### config.mk
export PLATFORM = sky130hd
export DESIGN_NAME = mem_arbiter2_flat
export DESIGN_NICKNAME = d
export VERILOG_FILES = /design/src/rtl/mem_arbiter2_pkg.sv /design/src/rtl/mem_arbiter2_if.sv /design/src/rtl/mem_arbiter2_tag_pipe.sv /design/src/rtl/mem_arbiter2.sv /design/src/flat_wrapper.sv
export SDC_FILE = /design/constraint.sdc
export NUM_CORES = 1
export LEC_CHECK = 0
export CAP_MARGIN = 20
export CORE_AREA = 2 2 108 110
export CTS_BUF_LIST = sky130_fd_sc_hd__clkbuf_16
export DETAILED_ROUTE_END_ITERATION = 7
export DIE_AREA = 0 0 110 112
export PLACE_DENSITY_LB_ADDON = 0.25
export SLEW_MARGIN = 20
export SYNTH_ARGS = -nofsm -noshare
export SYNTH_HDL_FRONTEND = slang
export SYNTH_HIERARCHICAL = 1
export SYNTH_SLANG_ARGS = --single-unit
export TNS_END_PERCENT = 100
### constraint.sdc
create_clock -name clk -period 1.1 [get_ports clk]
set_input_delay 0.165 -clock clk [delete_from_list [all_inputs] [get_ports clk]]
set_output_delay 0.165 -clock clk [all_outputs]
set_load 0.05 [all_outputs]
### src/rtl/mem_arbiter2_pkg.sv
// Shared definitions for the two-port memory arbiter: owner tag encoding,
// the `last` winner encoding and the deepest supported memory latency.
package mem_arbiter2_pkg;

   typedef enum logic [1:0] {
      OWN_NONE = 2'd0,
      OWN_I    = 2'd1,
      OWN_D    = 2'd2
   } own_t;

   localparam int   LAT_MAX = 4;

   localparam logic LAST_I  = 1'b0;
   localparam logic LAST_D  = 1'b1;

   // Tag entering the return pipeline for the transfer happening this cycle.
   function automatic own_t push_tag(input logic iack, input logic dack, input logic dwe);
      own_t tag;
      tag = OWN_NONE;
      if (iack) begin
         tag = OWN_I;
      end else if (dack && !dwe) begin
         tag = OWN_D;
      end
      return tag;
   endfunction

endpackage

### src/rtl/mem_arbiter2_if.sv
// Bundle of the instruction port, data port and memory port around the arbiter.
// master = core + RAM side, slave = arbiter.
interface mem_arbiter2_if #(
   parameter int AW = 32,
   parameter int DW = 32
);
   logic              ireq;
   logic [AW-1:0]     iaddr;
   logic              iack;
   logic [DW-1:0]     idata;
   logic              ivalid;

   logic              dreq;
   logic              dwe;
   logic [DW/8-1:0]   dbe;
   logic [AW-1:0]     daddr;
   logic [DW-1:0]     dwdata;
   logic              dlock;
   logic              dack;
   logic [DW-1:0]     drdata;
   logic              dvalid;

   logic              men;
   logic              mwe;
   logic [DW/8-1:0]   mbe;
   logic [AW-1:0]     maddr;
   logic [DW-1:0]     mwdata;
   logic [DW-1:0]     mrdata;
   logic [1:0]        owner;

   modport master (
      output ireq, iaddr, dreq, dwe, dbe, daddr, dwdata, dlock, mrdata,
      input  iack, idata, ivalid, dack, drdata, dvalid,
      input  men, mwe, mbe, maddr, mwdata, owner
   );

   modport slave (
      input  ireq, iaddr, dreq, dwe, dbe, daddr, dwdata, dlock, mrdata,
      output iack, idata, ivalid, dack, drdata, dvalid,
      output men, mwe, mbe, maddr, mwdata, owner
   );
endinterface

### src/rtl/mem_arbiter2_tag_pipe.sv
// LAT-deep shift register of owner tags; the tag leaving the last stage says
// who owns the memory read data currently on the bus.
module arb_tag_pipe
   import mem_arbiter2_pkg::*;
#(
   parameter int LAT = 1
) (
   input  logic clk,
   input  logic rst,
   input  own_t tag_in,
   output own_t tag_out
);

   own_t stage_reg  [LAT];
   own_t stage_next [LAT];

   genvar gi;
   generate
      for (gi = 0; gi < LAT; gi++) begin : g_stage
         if (gi == 0) begin : g_head
            assign stage_next[gi] = tag_in;
         end else begin : g_body
            assign stage_next[gi] = stage_reg[gi-1];
         end
      end
   endgenerate

   always_ff @(posedge clk) begin
      for (int k = 0; k < LAT; k++) begin
         stage_reg[k] <= rst ? OWN_NONE : stage_next[k];
      end
   end

   assign tag_out = stage_reg[LAT-1];

endmodule

### src/rtl/mem_arbiter2.sv
// Shares one single-port RAM between instruction fetch and load/store.
// Define ARB_ROUND_ROBIN_EN for alternating grants on contention; otherwise data wins.
module mem_arbiter2
   import mem_arbiter2_pkg::*;
#(
   parameter int AW  = 32,
   parameter int DW  = 32,
   parameter int LAT = 1
) (
   input  logic           clk,
   input  logic           rst,
   mem_arbiter2_if.slave  bus
);

   localparam int BW      = DW / 8;
   // Out-of-range latencies are pulled into the supported 1..LAT_MAX window.
   localparam int LAT_EFF = (LAT < 1) ? 1 : ((LAT > LAT_MAX) ? LAT_MAX : LAT);

   logic          last_reg, last_next;
   logic          locked_reg, locked_next;
   logic          lock_hold;
   logic          ireq_eff;
   logic          pick_i;
   logic          iack, dack;
   own_t          tag_in, tag_out;
   logic [AW-1:0] maddr_mux;
   logic [BW-1:0] mbe_mux;

   always_comb begin
      // A held lock only blocks fetch while the data port keeps asking for it.
      lock_hold = locked_reg & bus.dlock;
      ireq_eff  = bus.ireq & ~lock_hold;
`ifdef ARB_ROUND_ROBIN_EN
      pick_i    = (last_reg == LAST_D);
`else
      pick_i    = 1'b0;
`endif
      iack      = ~rst & ireq_eff & (~bus.dreq | pick_i);
      dack      = ~rst & bus.dreq & (~ireq_eff | ~pick_i);

      last_next = last_reg;
      if (iack) begin
         last_next = LAST_I;
      end else if (dack) begin
         last_next = LAST_D;
      end

      locked_next = locked_reg;
      if (dack && bus.dlock) begin
         locked_next = 1'b1;
      end else if (!bus.dlock) begin
         locked_next = 1'b0;
      end

      tag_in    = push_tag(iack, dack, bus.dwe);
      maddr_mux = iack ? bus.iaddr : bus.daddr;
      mbe_mux   = (iack || !bus.dwe) ? {BW{1'b1}} : bus.dbe;
   end

   always_ff @(posedge clk) begin
      if (rst) begin
         last_reg   <= LAST_I;
         locked_reg <= 1'b0;
      end else begin
         last_reg   <= last_next;
         locked_reg <= locked_next;
      end
   end

   arb_tag_pipe #(.LAT(LAT_EFF)) u_tag_pipe (
      .clk     (clk),
      .rst     (rst),
      .tag_in  (tag_in),
      .tag_out (tag_out)
   );

   assign bus.iack   = iack;
   assign bus.dack   = dack;
   assign bus.men    = iack | dack;
   assign bus.mwe    = dack & bus.dwe;
   assign bus.mbe    = mbe_mux;
   assign bus.maddr  = maddr_mux;
   assign bus.mwdata = bus.dwdata;
   assign bus.owner  = dack ? OWN_D : (iack ? OWN_I : OWN_NONE);

   // Read data is broadcast to both ports; only the valid strobe is steered.
   assign bus.idata  = bus.mrdata;
   assign bus.drdata = bus.mrdata;
   assign bus.ivalid = ~rst & (tag_out == OWN_I);
   assign bus.dvalid = ~rst & (tag_out == OWN_D);

endmodule

### src/flat_wrapper.sv
// flat-port wrapper written by rule: the top's interface ports become plain ports
module mem_arbiter2_flat import mem_arbiter2_pkg::*;
#(
   parameter int AW  = 32,
   parameter int DW  = 32,
   parameter int LAT = 1
)
  (clk, rst, bus_ireq, bus_iaddr, bus_dreq, bus_dwe, bus_dbe, bus_daddr, bus_dwdata, bus_dlock, bus_mrdata, bus_iack, bus_idata, bus_ivalid, bus_dack, bus_drdata, bus_dvalid, bus_men, bus_mwe, bus_mbe, bus_maddr, bus_mwdata, bus_owner);
  mem_arbiter2_if #(.AW(AW), .DW(DW)) bus_i ();
  input  logic clk;
  input  logic rst;
  input wire logic [$bits(bus_i.ireq)-1:0] bus_ireq;
  input wire logic [$bits(bus_i.iaddr)-1:0] bus_iaddr;
  input wire logic [$bits(bus_i.dreq)-1:0] bus_dreq;
  input wire logic [$bits(bus_i.dwe)-1:0] bus_dwe;
  input wire logic [$bits(bus_i.dbe)-1:0] bus_dbe;
  input wire logic [$bits(bus_i.daddr)-1:0] bus_daddr;
  input wire logic [$bits(bus_i.dwdata)-1:0] bus_dwdata;
  input wire logic [$bits(bus_i.dlock)-1:0] bus_dlock;
  input wire logic [$bits(bus_i.mrdata)-1:0] bus_mrdata;
  output wire logic [$bits(bus_i.iack)-1:0] bus_iack;
  output wire logic [$bits(bus_i.idata)-1:0] bus_idata;
  output wire logic [$bits(bus_i.ivalid)-1:0] bus_ivalid;
  output wire logic [$bits(bus_i.dack)-1:0] bus_dack;
  output wire logic [$bits(bus_i.drdata)-1:0] bus_drdata;
  output wire logic [$bits(bus_i.dvalid)-1:0] bus_dvalid;
  output wire logic [$bits(bus_i.men)-1:0] bus_men;
  output wire logic [$bits(bus_i.mwe)-1:0] bus_mwe;
  output wire logic [$bits(bus_i.mbe)-1:0] bus_mbe;
  output wire logic [$bits(bus_i.maddr)-1:0] bus_maddr;
  output wire logic [$bits(bus_i.mwdata)-1:0] bus_mwdata;
  output wire logic [$bits(bus_i.owner)-1:0] bus_owner;
  assign bus_i.ireq = bus_ireq;
  assign bus_i.iaddr = bus_iaddr;
  assign bus_i.dreq = bus_dreq;
  assign bus_i.dwe = bus_dwe;
  assign bus_i.dbe = bus_dbe;
  assign bus_i.daddr = bus_daddr;
  assign bus_i.dwdata = bus_dwdata;
  assign bus_i.dlock = bus_dlock;
  assign bus_i.mrdata = bus_mrdata;
  assign bus_iack = bus_i.iack;
  assign bus_idata = bus_i.idata;
  assign bus_ivalid = bus_i.ivalid;
  assign bus_dack = bus_i.dack;
  assign bus_drdata = bus_i.drdata;
  assign bus_dvalid = bus_i.dvalid;
  assign bus_men = bus_i.men;
  assign bus_mwe = bus_i.mwe;
  assign bus_mbe = bus_i.mbe;
  assign bus_maddr = bus_i.maddr;
  assign bus_mwdata = bus_i.mwdata;
  assign bus_owner = bus_i.owner;
  mem_arbiter2 #(.AW(AW), .DW(DW), .LAT(LAT)) u_core (.clk(clk), .rst(rst), .bus(bus_i));
endmodule
; Word-level counts from Yosys, hierarchy flattened
; Memories as Yosys holds them, arrays and structs flattened.
; Cells that the tools add are included.
[op_classes]
n_eq_ne = 3
mux = 9
bitwise = 12
reduce_logical = 4
[ops]
columns = op, n
row1 = 32-bit two-way mux, 1
row2 = 1-bit bitwise AND, 8
row3 = 2-bit two-way mux, 4
row4 = 4-bit two-way mux, 1
row5 = 1-bit two-way mux, 3
row6 = 1-bit inverter, 3
row7 = 2-bit by 1-bit equality test with 1-bit output (second input constant), 1
row8 = 2-bit equality test (second input constant), 1
row9 = 1-bit logical AND, 2
row10 = 2-bit by 1-bit != test with 1-bit output (second input constant), 1
row11 = 1-bit zero test, 1
row12 = 1-bit logical OR, 1
row13 = 1-bit OR, 1
[word_totals]
regBits = 1
ram_bits = 2
inputBits = 138
output_inout_bits = 140
word_cells = 30
mem_count = 1
[memory_table]
columns = memory, depth, word_bits, read_ports, rd_ports_with_merged_regs, write_ports, line_no
row1 = u_core.u_tag_pipe.stage_reg, 1, 2, 1, 0, 1, mem_arbiter2_tag_pipe.sv:14  ; own_t stage_reg [LAT];

; Logic depth before layout (Yosys ltp)
; Gate-level depths: netlist of run 1.
[logic_depth]
ltp_word = 7
mapped_depth = 6
ltp_nobuf = 4

; Hierarchy
; The synthesis of run 1 kept the hierarchy.
[modules_own_cells]
columns = module, instances, cells_per_inst, area_each_um2, seq_area_each_um2
row1 = mem_arbiter2, 1, 152, 1252.5, 20.0
row2 = arb_tag_pipe, 1, 4, 52.6, 40.0

; Worst setup path after synthesis of run 1
; Ideal clock, no wire load.
[synth_timing]
path_kind = register to output
startpoint = memory u_core/u_tag_pipe/stage_reg[0][1] in the netlist's numbering
endpoint = output bus_dvalid
t_arrival_ns = 1.457
required_time_ns = 0.935
setup_slack_ns = -0.522
path_stages_with_launch = 2
path_buffers = 0
path_cell_list = dfxtp_1 > nor3b_1
[synth_between]
elab_chain_len = 3
[synth_rtl]
columns = element, line_no
row1 = "start, declared", mem_arbiter2_tag_pipe.sv:14
row2 = memory 1 x 2 bit, --
row3 = 2-bit equality test, mem_arbiter2.sv:90  ; assign bus.dvalid = ~rst & (tag_out == OWN_D);
row4 = 1-bit bitwise AND, mem_arbiter2.sv:90
row5 = "end, declared", flat_wrapper.sv:26  ; output wire logic [$bits(bus_i.dvalid)-1:0] bus_dvalid;
; Every way passes these cells.

; Worst setup path after layout of run 1
[layout_timing]
startpoint = register u_core.locked_reg
endpoint = output bus_maddr[9]
[layout_between]
elab_chain_len = 6
[layout_rtl]
columns = element, line_no
row1 = "start, declared", mem_arbiter2.sv:20  ; logic locked_reg, locked_next;
row2 = "start signal, assigned", mem_arbiter2.sv:66  ; locked_reg <= locked_next;
row3 = 1-bit bitwise AND, mem_arbiter2.sv:31  ; lock_hold = locked_reg & bus.dlock;
row4 = 1-bit inverter, mem_arbiter2.sv:32  ; ireq_eff = bus.ireq & ~lock_hold;
row5 = 1-bit bitwise AND, mem_arbiter2.sv:32
row6 = 1-bit bitwise AND (2 in series), mem_arbiter2.sv:38  ; iack = ~rst & ireq_eff & (~bus.dreq | pick_i);
row7 = 32-bit two-way mux, mem_arbiter2.sv:56  ; maddr_mux = iack ? bus.iaddr : bus.daddr;
row8 = "end, declared", flat_wrapper.sv:30  ; output wire logic [$bits(bus_i.maddr)-1:0] bus_maddr;
; Every way passes these cells.

==> metrics.log, run 1 <==
INFO  metric endpoint_kind = output port
INFO  metric coreArea = 11200 µm²
INFO  metric crit_end = bus_maddr[9]
INFO  metric tritoncts_num_sinks = 3
INFO  metric post-route-worst-setup-slack = -522 ps
INFO  metric synthesis.yosys.warnings = 6
INFO  metric clock_latency = 220 ps
INFO  metric clock_tree.buffer_depth = 2
INFO  metric finalInstanceArea = between 2000 and 3000 µm²
INFO  metric final_net_count = 332
INFO  metric cts-buffers-inserted = 3
INFO  metric criticalPathCategory = flip-flop to output port
INFO  metric clk_pin_slew = about 30 ps
INFO  metric synth_top_area_frac = 0.558
INFO  metric cp-startpoint = u_core/locked_reg
INFO  metric worst_r2r_endpoint = u_core/u_tag_pipe/stage_reg[0][0]
INFO  metric post-route-period-util = 1.47
INFO  metric switching_share = 0.351
INFO  metric grt_pass1_vias = 1166
INFO  metric port_buffers = around 120
INFO  metric largest_register_ff_count = 2
INFO  metric synth-seq-area-share = 0.0460
INFO  metric final_setup_violation_count = 42
INFO  metric syn_avg_cell_area = 8.37 µm²
INFO  metric placer_congestion = just under 0.7
INFO  metric power.sequential.fraction = 0.061
INFO  metric syn-cell-area = approximately 1300 µm²
INFO  metric ctsHtreeMaxLevel = 1
INFO  metric cp-start-kind = flip-flop
INFO  metric timing.slew.headroom = 0.869
INFO  metric ff2ff_path_depth = 8
INFO  metric master_cell_of_the_clock_root_buffer = sky130_fd_sc_hd__clkbuf_16
INFO  metric finalWirelength = between 4000 and 5000 µm
INFO  metric power.share.clock = 0.293
INFO  metric n_antenna_cell = 0
INFO  metric fillCellCount = 1188
INFO  metric detail_route.wl_per_cell = 12.7 µm
INFO  metric status = complete, but fails checks
INFO  metric p_per_cell_area = 759 nW/µm²
INFO  metric failed_checks = setup timing
INFO  metric global_route.usage.total = 0.0634
INFO  metric drtAntennaViolNets = 0
INFO  metric internal_power = approximately 1.3 mW
INFO  metric drcViolationCount = 0
INFO  metric netSwitchingPower = 0.677 mW
INFO  metric max_stage_delay = 310 ps
INFO  metric path_cells = nand2_2 > nand3_4 > buf_12 > buf_16 > mux2_4 > buf_6
INFO  metric synthCells = 156
INFO  metric detail_route.iter0.violations = 5
INFO  metric antenna_found_initial = 0
INFO  metric synth_fp_nets = 294
INFO  metric ir_drop = approximately 0.00081 V
INFO  metric initial_utilization = 0.117
INFO  metric grt_first_pass_wirelength = 6010 µm
INFO  metric timing.rr.start = u_core/locked_reg
INFO  metric viasPerCell = between 3 and 4
INFO  metric hold_slack = 227 ps
INFO  metric row_count = 39
INFO  metric yosysTopAreaCell = sky130_fd_sc_hd__buf_4
INFO  metric static-leakage-power = 1.14 nW
INFO  metric crit_path_top_delay_cell = sky130_fd_sc_hd__dfxtp_2
INFO  metric die_area = 12300 µm²
INFO  metric post_dp_cell_area = approximately 2100 µm²
INFO  metric drt-pass1-iter-count = 4
INFO  metric tritoncts = built
INFO  metric finalCriticalPeriod = approximately 1600 ps
INFO  metric power.share.combinational = 0.647
INFO  metric timing_worst_slew_pin_value = approximately 200 ps
INFO  metric critical_path.max_fanout = 8
INFO  metric worstPathArrival = 1460 ps
INFO  metric hold_buffers = 0
INFO  metric grt_setup_unrepaired = yes
INFO  metric postSynthRegisterBits = 3
INFO  metric final_hold_violation_count = 0
INFO  metric die_width = 110 µm
INFO  metric number_of_distinct_standard_cells_referenced_by_the_synthesized_netlist = 15
INFO  metric synthToLayoutAreaGrowth = 94.6%
INFO  metric maxCapViolations = 0
INFO  metric reg2reg_setup_slack = -90 ps
INFO  metric place.detailed.hpwl = 3360 µm
INFO  metric finClkSkew = 0.0177 ps
INFO  metric detailroute.via_count = between 1000 and 1500
INFO  metric io-pin-count = 278
INFO  metric clock.fmax = 616 MHz
INFO  metric drive_above_1_share = 0.580
INFO  metric required = between 900 and 1000 ps
INFO  metric finalMaxSlewViolations = 0
INFO  metric ys_top_cells_by_area = sky130_fd_sc_hd__buf_4 (56%), sky130_fd_sc_hd__mux2_2 (25%), sky130_fd_sc_hd__dfxtp_1 (4.6%)
INFO  metric chipHeight = 112 µm
INFO  metric maximum_number_of_pins_on_one_net_before_global_route_repair = 10
INFO  metric worst_hold_path_type = primary input to flip-flop
INFO  metric grt.overflow.total = 0
[layout by cell type, fill, tap and decap left out]
master,instances
sky130_fd_sc_hd__bufbuf_16,1
sky130_fd_sc_hd__buf_16,2
sky130_fd_sc_hd__and2_4,1
sky130_fd_sc_hd__dfxtp_2,3
sky130_fd_sc_hd__buf_2,1
sky130_fd_sc_hd__mux2_4,28
sky130_fd_sc_hd__inv_2,1
sky130_fd_sc_hd__buf_6,33
sky130_fd_sc_hd__clkinvlp_4,1
sky130_fd_sc_hd__buf_12,13
sky130_fd_sc_hd__nor3b_1,1
sky130_fd_sc_hd__nand3_4,1
sky130_fd_sc_hd__nor2_2,1
sky130_fd_sc_hd__clkdlybuf4s50_1,68
sky130_fd_sc_hd__nor2_1,2
sky130_fd_sc_hd__clkbuf_16,3
sky130_fd_sc_hd__nor2b_1,2
sky130_fd_sc_hd__inv_1,1
sky130_fd_sc_hd__mux2_2,4
sky130_fd_sc_hd__nand2b_4,1
sky130_fd_sc_hd__dlygate4sd2_1,3
sky130_fd_sc_hd__nor3b_4,2
sky130_fd_sc_hd__buf_4,6
sky130_fd_sc_hd__inv_4,1
sky130_fd_sc_hd__nand2_2,2
sky130_fd_sc_hd__buf_8,7
sky130_fd_sc_hd__nand3b_1,4
[layout make-up]
| type | count | area, µm² | area share |
|---|---|---|---|
| clock buffer | 3 | 75.1 | 0.0296 |
| tap | 143 | 179 | 0.0704 |
| inverter | 3 | 17.5 | 0.00690 |
| multi-input combinational | 49 | 619 | 0.244 |
| sequential | 3 | 63.8 | 0.0251 |
| clock inverter | 1 | 3.75 | 0.00148 |
| timing repair buffer | 134 | 1580 | 0.623 |
[worst max-delay path: cells and delay by family, from the launching register on]
family | cells | cell delay [ps]
buffers and inverters | 3 | 450
DFF | 1 | 310
and+or+nand+nor | 2 | 160
muxes | 1 | 300
[stage by stage]
step,total power [mW],setup slack (ps),utilization,cells,setup TNS [ps]
5_1_grt,2.00,-566,0.227,336,-21300
3_5_place_dp,1.22,-650,0.190,324,-26640
6_report,1.93,-522,0.227,336,-19410
4_1_cts,1.94,-553,0.226,336,-20770
2_1_floorplan,1.64,-166,-,156,-4250
3_3_place_gp,1.22,-661,0.190,324,-27250
[power by group through the flow]
stage / combinational (mW) / sequential, mW / clock (mW)
5_1_grt: 1.30 / 0.117 / 0.586
6_report: 1.25 / 0.117 / 0.564
2_1_floorplan: 1.52 / 0.117 / 0
3_3_place_gp: 1.10 / 0.117 / 0
4_1_cts: 1.25 / 0.117 / 0.578
3_5_place_dp: 1.10 / 0.117 / 0
[cell usage after synthesis]
library cell,number
sky130_fd_sc_hd__and2_1,1
sky130_fd_sc_hd__buf_2,2
sky130_fd_sc_hd__buf_4,97
sky130_fd_sc_hd__buf_6,2
sky130_fd_sc_hd__dfxtp_1,3
sky130_fd_sc_hd__inv_1,3
sky130_fd_sc_hd__mux2_2,29
sky130_fd_sc_hd__mux2_4,3
sky130_fd_sc_hd__nand2_1,2
sky130_fd_sc_hd__nand2b_1,1
sky130_fd_sc_hd__nand3_1,1
sky130_fd_sc_hd__nand3b_1,4
sky130_fd_sc_hd__nor2_1,3
sky130_fd_sc_hd__nor2b_1,2
sky130_fd_sc_hd__nor3b_1,3
[routing by layer]
layer  up-vias  global-route usage  wire [µm]
met1       457              0.0575       1300
met4         0              0.0278        159
met5         -                   0          0
li1        479                   -          -
met2        95               0.117       2170
met3        33              0.0293        627
[worst min-delay path by stage]
stage / cells after the start / slack [ps] / from / to
final: 3 / 230 / rst / u_core/u_tag_pipe/stage_reg[0][1]
after global routing: 3 / 240 / rst / u_core/u_tag_pipe/stage_reg[0][1]
after CTS: 3 / 260 / rst / u_core/u_tag_pipe/stage_reg[0][1]
after detailed placement: 0 / 330 / bus_dwdata[10] / bus_mwdata[10]
after global placement: 0 / 330 / bus_dwdata[10] / bus_mwdata[10]
after floorplan: 1 / 230 / rst / u_core/locked_reg
[cells by family (layout without fill, tap and decap cells)]
family / count (synthesis) / in the layout / synth area share
buffers and inverters: 104 / 141 / 0.592
multiplexers: 32 / 32 / 0.285
AND/OR/NAND/NOR: 17 / 17 / 0.0777
flip-flops: 3 / 3 / 0.0460
[what timing repair did]
action                                  in CTS  in global routing
cloned                                       3                  0
endpoints found under the setup margin      46                 45
buffers inserted                             5                  2
resized for setup                           67                 11
pin swaps                                    1                  1
Note: power is estimated with default switching activity, not from simulation.
==> inputs of run 2 (changes only) <==
- ABC_AREA: default -> 1
- CORE_AREA: 2 2 108 110 -> 2 2 106 108
- DIE_AREA: 0 0 110 112 -> 0 0 108 110
==> run 2 against run 1 <==
  * The flow still finishes with violations (setup timing)
  * Final cell count increased by 25%
  * Area after synthesis increased by 8.8%
  * Worst setup slack improved by 140 ps
  * Global-route usage increased by 2.2 points
  * Clock-buffer cell count unchanged
  * Synthesized cell count increased by 52%
  * Via count increased by 48%
  * Critical path depth increased by 1
  * Critical endpoint unchanged
  * Sequential power about the same
  * Sequential share of layout area decreased by 0.47 points
  * Worst hold slack improved by 100 ps
==> metrics.log, run 2 <==
INFO  metric status = complete, but fails checks
INFO  metric failed_checks = setup timing
INFO  metric worst-path-buf-inv = 3 (unchanged)
INFO  metric placer_congestion = 0.605 (-11%)
INFO  metric grt.overflow.total = 0 (unchanged)
INFO  metric layout_commonest_cell = sky130_fd_sc_hd__clkdlybuf4s50_1
INFO  metric clock_latency = 220 ps (about the same)
INFO  metric synth_edf_count = 0 (unchanged)
INFO  metric worstPathArrival = 1320 ps (-140 ps)
INFO  metric drt-pass1-iter-count = 4 (unchanged)
INFO  metric detailroute.via_count = 1579 (+48%)
INFO  metric port_buffers = 117 (unchanged)
INFO  metric ctsHtreeMaxLevel = 1 (unchanged)
INFO  metric synth_fp_nets = 375 (+28%)
INFO  metric clock.fmax = 673 MHz (+9.1%)
INFO  metric critical_path.most_common_cell = sky130_fd_sc_hd__nand2_4
INFO  metric master_cell_of_the_clock_root_buffer = sky130_fd_sc_hd__clkbuf_16
INFO  metric endpoint_kind = output port
INFO  metric viasPerCell = 3.77 (+19%)
INFO  metric number_of_distinct_standard_cells_referenced_by_the_synthesized_netlist = 14 (-1)
INFO  metric critical_path.max_fanout = 8 (unchanged)
INFO  metric place.detailed.hpwl = 4260 µm (+27%)
INFO  metric chipHeight = 110 µm (-1.8%)
INFO  metric detail_route.iter0.violations = 41 (+36)
INFO  metric post-route-worst-setup-slack = -386 ps (+136 ps)
INFO  metric dr_wl_met2 = 2890 µm (+33%)
INFO  metric grt_pass1_vias = 1574 (+35%)
INFO  metric finClkSkew = 1.87 ps (+1.85 ps)
INFO  metric yosysMostFrequentCell = sky130_fd_sc_hd__buf_4
INFO  metric fillCellCount = 1162 (-2.2%)
INFO  metric path_cells = nand2_4 > nand3_4 > buf_6 > buf_12 > nand2_4 > nand2_2 > buf_8
INFO  metric drive_above_1_share = 0.577 (-0.00325)
INFO  metric tritoncts_num_sinks = 3 (unchanged)
INFO  metric synth-seq-area-share = 0.0423 (-0.00373)
INFO  metric criticalPathCategory = flip-flop to output port
INFO  metric maximum_number_of_pins_on_one_net_before_global_route_repair = 17 (+7)
INFO  metric worst_hold_path_type = primary input to output port
INFO  metric synthFlopType = sky130_fd_sc_hd__dfxtp_1
INFO  metric clock_tree.buffer_depth = 2 (unchanged)
INFO  metric die_area = 11900 µm² (-3.6%)
INFO  metric post-route-period-util = 1.35 (-0.123)
INFO  metric antenna_found_initial = 0 (unchanged)
INFO  metric n_antenna_cell = 0 (unchanged)
INFO  metric grt_first_pass_wirelength = 7910 µm (+32%)
INFO  metric routed_met3_length = 563 µm (-10%)
INFO  metric max_stage_delay = 320 ps (about the same)
INFO  metric post_dp_cell_area = 2400 µm² (+13%)
INFO  metric timing_worst_slew_pin_value = 235 ps (+39.0 ps)
INFO  metric syn-cell-area = 1420 µm² (+8.8%)
INFO  metric drcViolationCount = 0 (unchanged)
INFO  metric synth_top_area_frac = 0.518 (-0.0399)
INFO  metric final_setup_violation_count = 40 (-4.8%)
INFO  metric crit_path_top_delay_cell = sky130_fd_sc_hd__dfxtp_2
INFO  metric initial_utilization = 0.133 (+0.0160)
INFO  metric postSynthRegisterBits = 3 (unchanged)
INFO  metric largest_register_ff_count = 2 (unchanged)
INFO  metric finalMaxSlewViolations = 0 (unchanged)
INFO  metric cpLargestDelayFamily = buffers and inverters
INFO  metric syn_avg_cell_area = 5.99 µm² (-28%)
INFO  metric cp-start-kind = flip-flop
INFO  metric coreArea = 10700 µm² (-4.3%)
INFO  metric synthToLayoutAreaGrowth = 120%
INFO  metric grt_setup_unrepaired = yes
INFO  metric totalPowerFinal = 2.22 mW (+15%)
INFO  metric synth_async_sr_flop_share = 0 (unchanged)
INFO  metric finalInstanceArea = 3120 µm² (+23%)
INFO  metric maxCapViolations = 0 (unchanged)
INFO  metric netlist_top_cells_count = sky130_fd_sc_hd__buf_4 (98), sky130_fd_sc_hd__nand2_1 (69), sky130_fd_sc_hd__nand4_1 (32)
INFO  metric p_per_cell_area = 711 nW/µm² (-6.3%)
INFO  metric static-leakage-power = 1.32 nW (+15%)
INFO  metric hold_buffers = 0 (unchanged)
INFO  metric maxUsedRoutingLayer = met4
INFO  metric global_route.usage.total = 0.0853 (+0.0219)
INFO  metric timing.slew.headroom = 0.843 (-0.0265)
INFO  metric synthesis.yosys.warnings = 6 (unchanged)
INFO  metric die_width = 108 µm (-1.8%)
INFO  metric synthCells = 237 (+52%)
INFO  metric tritoncts = built
INFO  metric drtAntennaViolNets = 0 (unchanged)
INFO  metric final_net_count = 418 (+26%)
INFO  metric cts-buffers-inserted = 3 (unchanged)
INFO  metric final_hold_violation_count = 0 (unchanged)
INFO  metric ys_top_cells_by_area = sky130_fd_sc_hd__buf_4 (52%), sky130_fd_sc_hd__nand2_1 (18%), sky130_fd_sc_hd__nand4_1 (14%)
INFO  metric wirelength_met1 = 1970 µm (+51%)
INFO  metric row_count = 38 (-2.6%)
INFO  metric finalWirelength = 5700 µm (+34%)
INFO  metric required = 940 ps (about the same)
INFO  metric most-common-layout-cells = sky130_fd_sc_hd__clkdlybuf4s50_1 (68), sky130_fd_sc_hd__nand2_2 (33), sky130_fd_sc_hd__nand4_1 (32)
INFO  metric detail_route.wl_per_cell = 13.6 µm (+7.1%)
INFO  metric io-pin-count = 278 (unchanged)
INFO  metric ir_drop = 0.000383 V (-53%)
INFO  metric finalCriticalPeriod = 1490 ps (-136 ps)
INFO  metric yosysTopAreaCell = sky130_fd_sc_hd__buf_4
INFO  metric clk_pin_slew = 30 ps (about the same)
## run 2: changes by cell type in the layout (fill, tap and decap cells not counted), moves of 20 or more
cell / change
sky130_fd_sc_hd__buf_6: -20
sky130_fd_sc_hd__buf_8: +22
sky130_fd_sc_hd__mux2_4: -28
sky130_fd_sc_hd__nand2_2: +31
sky130_fd_sc_hd__nand2_4: +30
sky130_fd_sc_hd__nand4_1: +32
## run 2: kinds of logic (layout without fill, tap and decap cells)
group | after synthesis | count (layout) | share of synthesized area
DFF | 3 | 3 | 0.0423
buffers and inverters | 119 | 161 | 0.580
and+or+nand+nor | 115 | 115 | 0.378
## run 2: path summary, 6_finish.rpt
path	endpoint	start	slack [ps]	depth (start not counted)
min reg2reg	u_core/locked_reg	u_core/locked_reg	510	2
max	bus_maddr[9]	u_core/locked_reg	-390	7
min	bus_mwdata[14]	bus_dwdata[14]	330	0
max reg2reg	u_core/u_tag_pipe/stage_reg[0][0]	u_core/locked_reg	0	8
## run 2: layout make-up
class	instances	area [µm²]	area share
clock buffer	3	75.1	0.0241
clock inverter	1	3.75	0.00120
inverter	8	40.0	0.0128
multi-input combinational	115	932	0.299
sequential	3	63.8	0.0204
tap	140	175	0.0561
timing repair buffer	149	1830	0.587
## run 2: routing by layer
layer  GRT usage  vias to the layer above
li1            -                      749
met1      0.0910                      699
met2       0.148                       91
met3      0.0265                       40
met4      0.0513                        0
met5           0                        -
## run 2: worst register-to-register path, delay by kind of cell, from the launching register on
kind | cells | cell delay, ps
buf+inv | 5 | 460
flops | 1 | 320
simple gates | 3 | 260
## run 2: repair_timing
item	CTS	global route
pin swaps	7	27
setup endpoints to repair	46	43
setup buffers	10	7
gates resized for setup	124	28
gates cloned	3	0
## run 2: power by group
group | leakage (nW) | internal [mW] | switching [mW]
Sequential | 0.0258 | 0.114 | 0.00326
Combinational | 1.25 | 0.757 | 0.775
Clock | 0.0423 | 0.469 | 0.101
Total | 1.32 | 1.34 | 0.879
## run 2: metrics by stage
step           utilization  worst slack, ps  setup TNS, ps  hold slack [ps]  std cells
2_1_floorplan            -            -67.0          -1300              236        237
3_3_place_gp         0.224             -667         -24160              330        398
3_5_place_dp         0.224             -681         -24800              330        398
4_1_cts              0.283             -404         -15300              330        415
5_1_grt              0.292             -466         -15840              330        419
6_report             0.292             -386         -12710              330        419
==> patch, RTL diff (config.mk and constraints of run 2) <==
`LAT` is set to 1 in 3 places; all go to 2.
--- a/src/rtl/mem_arbiter2_tag_pipe.sv
+++ b/src/rtl/mem_arbiter2_tag_pipe.sv
@@ -3,7 +3,7 @@
 module arb_tag_pipe
    import mem_arbiter2_pkg::*;
 #(
-   parameter int LAT = 1
+   parameter int LAT = 2
 ) (
    input  logic clk,
    input  logic rst,
--- a/src/rtl/mem_arbiter2.sv
+++ b/src/rtl/mem_arbiter2.sv
@@ -5,7 +5,7 @@
 #(
    parameter int AW  = 32,
    parameter int DW  = 32,
-   parameter int LAT = 1
+   parameter int LAT = 2
 ) (
    input  logic           clk,
    input  logic           rst,
--- a/src/flat_wrapper.sv
+++ b/src/flat_wrapper.sv
@@ -3,7 +3,7 @@
 #(
    parameter int AW  = 32,
    parameter int DW  = 32,
-   parameter int LAT = 1
+   parameter int LAT = 2
 )
   (clk, rst, bus_ireq, bus_iaddr, bus_dreq, bus_dwe, bus_dbe, bus_daddr, bus_dwdata, bus_dlock, bus_mrdata, bus_iack, bus_idata, bus_ivalid, bus_dack, bus_drdata, bus_dvalid, bus_men, bus_mwe, bus_mbe, bus_maddr, bus_mwdata, bus_owner);
   mem_arbiter2_if #(.AW(AW), .DW(DW)) bus_i ();
Behaviour: not the same (a bounded check fails within 4 cycles, from zero or initial values and one cycle with rst high).
==> patch against run 2 <==
The run still ends with negative setup slack left. Final area shrank 6.0%. Worst hold slack worse by 38 ps. First-iteration DRC count rose by 44%. Routed wire length down 5.2%. Global-route usage fell by 0.35 points. Sequential cell count rose by 2. Setup slack worse by 21 ps. Total power fell by 0.46%. Register-to-register slack worse by 50 ps. Clock skew grew 2.9 ps. Count of clock-buffer cells in the layout is the same. Synthesized cell count up 2.5%. Non-clock buffer count down 8. Area after synthesis increased by 3.9%. Critical endpoint is now bus_maddr[18].
==> patch: results (changes against run 2) <==
{
  "use_met1": {"value": 8.703, "unit": "%", "change": "-0.40 points"},
  "finalClockSkew": {"value": 4.810, "unit": "ps", "change": "+2.942 ps"},
  "timing.slew.headroom": {"value": 84.09, "unit": "%", "change": "-0.21 points"},
  "number_of_drc_violations_after_detailed_routing_iteration_0": {"value": 59, "change": "+44%"},
  "largest_register_ff_count": {"value": 4, "change": "+2"},
  "fin_ws": {"value": -407.5, "unit": "ps", "change": "-21.04 ps"},
  "synth_top_cell_area_share": {"value": 49.87, "unit": "%", "change": "-1.9 points"},
  "met3_usage": {"value": 1.881, "unit": "%", "change": "-0.76 points"},
  "cell_internal_pwr": {"value": 1.348, "unit": "mW", "change": "+0.56%"},
  "fillers": {"value": 1153, "change": "-0.77%"},
  "ys_top_cells_by_count": "98 x sky130_fd_sc_hd__buf_4, 69 x sky130_fd_sc_hd__nand2_1, 32 x sky130_fd_sc_hd__nand4_1",
  "grt_first_pass_wirelength": {"value": 7472, "unit": "µm", "change": "-5.6%"},
  "stdcell_count": {"value": 417, "change": "-0.48%"},
  "root_buffer": "sky130_fd_sc_hd__clkbuf_16",
  "synth_xor_xnor_area_share": {"value": 0, "unit": "%", "change": "unchanged"},
  "run_status": "finished with violations",
  "cp.arrival": {"value": 1340, "unit": "ps", "change": "+20 ps"},
  "avgSynthCellArea": {"value": 6.071, "unit": "µm²", "change": "+1.3%"},
  "routedWlPerCell": {"value": 12.94, "unit": "µm", "change": "-4.8%"},
  "synthesis.nets": {"value": 381, "change": "+1.6%"},
  "grt_max_degree": {"value": 26, "change": "+9"},
  "hold_class": "input pin to flop",
  "globalRouteMet2Util": {"value": 15.05, "unit": "%", "change": "+0.22 points"},
  "timing.critical_path.fanout_max": {"value": 5, "change": "-3"},
  "postPlaceCellArea": {"value": 0.002426, "unit": "mm²", "change": "+1.0%"},
  "place.detailed.hpwl": {"value": 4060, "unit": "µm", "change": "-4.8%"},
  "place_inst": {"value": 405, "change": "+1.8%"},
  "area_taken_by_multi_input_logic_gates": {"value": 822.0, "unit": "µm²", "change": "-12%"},
  "routabilityCongestion": {"value": 0.6124, "change": "+1.2%"},
  "h-tree-depth": {"value": 1, "change": "unchanged"},
  "layout_cells_sized_above_1": {"value": 54.15, "unit": "%", "change": "-3.6 points"},
  "route.detailed.vias_per_inst": {"value": 3.640, "change": "-3.4%"},
  "grt_pass1_vias": {"value": 1490, "change": "-5.3%"},
  "irDropWorstVdd": {"value": 0.6200, "unit": "mV", "change": "+62%"},
  "grt_use_total": {"value": 8.180, "unit": "%", "change": "-0.35 points"},
  "most_area_consuming_cells_after_synthesis": "sky130_fd_sc_hd__buf_4 50%, sky130_fd_sc_hd__nand2_1 18%, sky130_fd_sc_hd__nand4_1 14%",
  "p_leak": {"value": 1.260, "unit": "nW", "change": "-4.5%"},
  "failed_checks": "negative setup slack",
  "setup_viol_count_final": {"value": 40, "change": "unchanged"},
  "synth_seq_area_share": {"value": 6.785, "unit": "%", "change": "+2.6 points"}
}
==> patch: power by group through the flow <==
| stage | logic (mW) | clock network (mW) | registers [mW] |
|---|---|---|---|
| after floorplan | 1.59 | 0 | 0.193 |
| after global placement | 1.22 | 0 | 0.193 |
| after detailed placement | 1.22 | 0 | 0.193 |
| after CTS | 1.40 | 0.606 | 0.191 |
| after global routing | 1.49 | 0.619 | 0.192 |
| final | 1.42 | 0.600 | 0.191 |
==> patch: final timing paths <==
path | from | end | slack (ps) | depth (start not counted)
setup / recovery | u_core/locked_reg$_SDFFE_PP0P_ | bus_maddr[18] | -410 | 7
hold / removal | rst | u_core/u_tag_pipe/stage_reg[0][1]$_SDFF_PP0_ | 290 | 3
setup reg to reg | u_core/locked_reg$_SDFFE_PP0P_ | u_core/u_tag_pipe/stage_reg[0][0]$_SDFF_PP0_ | -50 | 8
hold reg to reg | u_core/u_tag_pipe/stage_reg[0][1]$_SDFF_PP0_ | u_core/u_tag_pipe/stage_reg[0][3]$_SDFF_PP0_ | 390 | 2
==> patch: cell families after synthesis <==
group                  count (synthesis)
buffers and inverters                121
AND/OR/NAND/NOR                      117
flip-flops                             5
==> patch: per-layer routing <==
layer / vias up / routed length, µm
met1: 650 / 1847
met4: 0 / 207
met5: - / 0
met3: 31 / 563
li1: 752 / -
met2: 85 / 2779
==> patch: worst max-delay path: stages, from the launching register on <==
cell and delay, ps:
sky130_fd_sc_hd__dfxtp_2 320, sky130_fd_sc_hd__nand2_4 100, sky130_fd_sc_hd__nand3_4 100, sky130_fd_sc_hd__buf_4 170
sky130_fd_sc_hd__buf_16 140, sky130_fd_sc_hd__nand2_4 80, sky130_fd_sc_hd__nand2_8 50, sky130_fd_sc_hd__buf_6 150
==> patch: layout make-up <==
type	count	share of cell area, %
timing repair buffer	141	58.32
multi-input combinational	117	28.03
tap	140	5.973
sequential	5	3.541
clock buffer	3	2.560
inverter	10	1.451
clock inverter	1	0.1280
==> patch: what timing repair did <==
action / 4_1_cts / 5_1_grt
pin swaps: 5 / 3
hold buffers: 0 / 0
setup buffers: 3 / 2
cloned: 3 / 0
hold endpoints to repair: 0 / 0
resized for setup: 85 / 21
setup endpoints to repair: 46 / 45
==> patch: metrics by stage <==
stage	TNS [ps]	setup slack (ps)
final	-14880	-407.5
after global routing	-17500	-469.7
after CTS	-15860	-421.4
after detailed placement	-25520	-626.5
after global placement	-25310	-636.8
after floorplan	-1297	-66.99
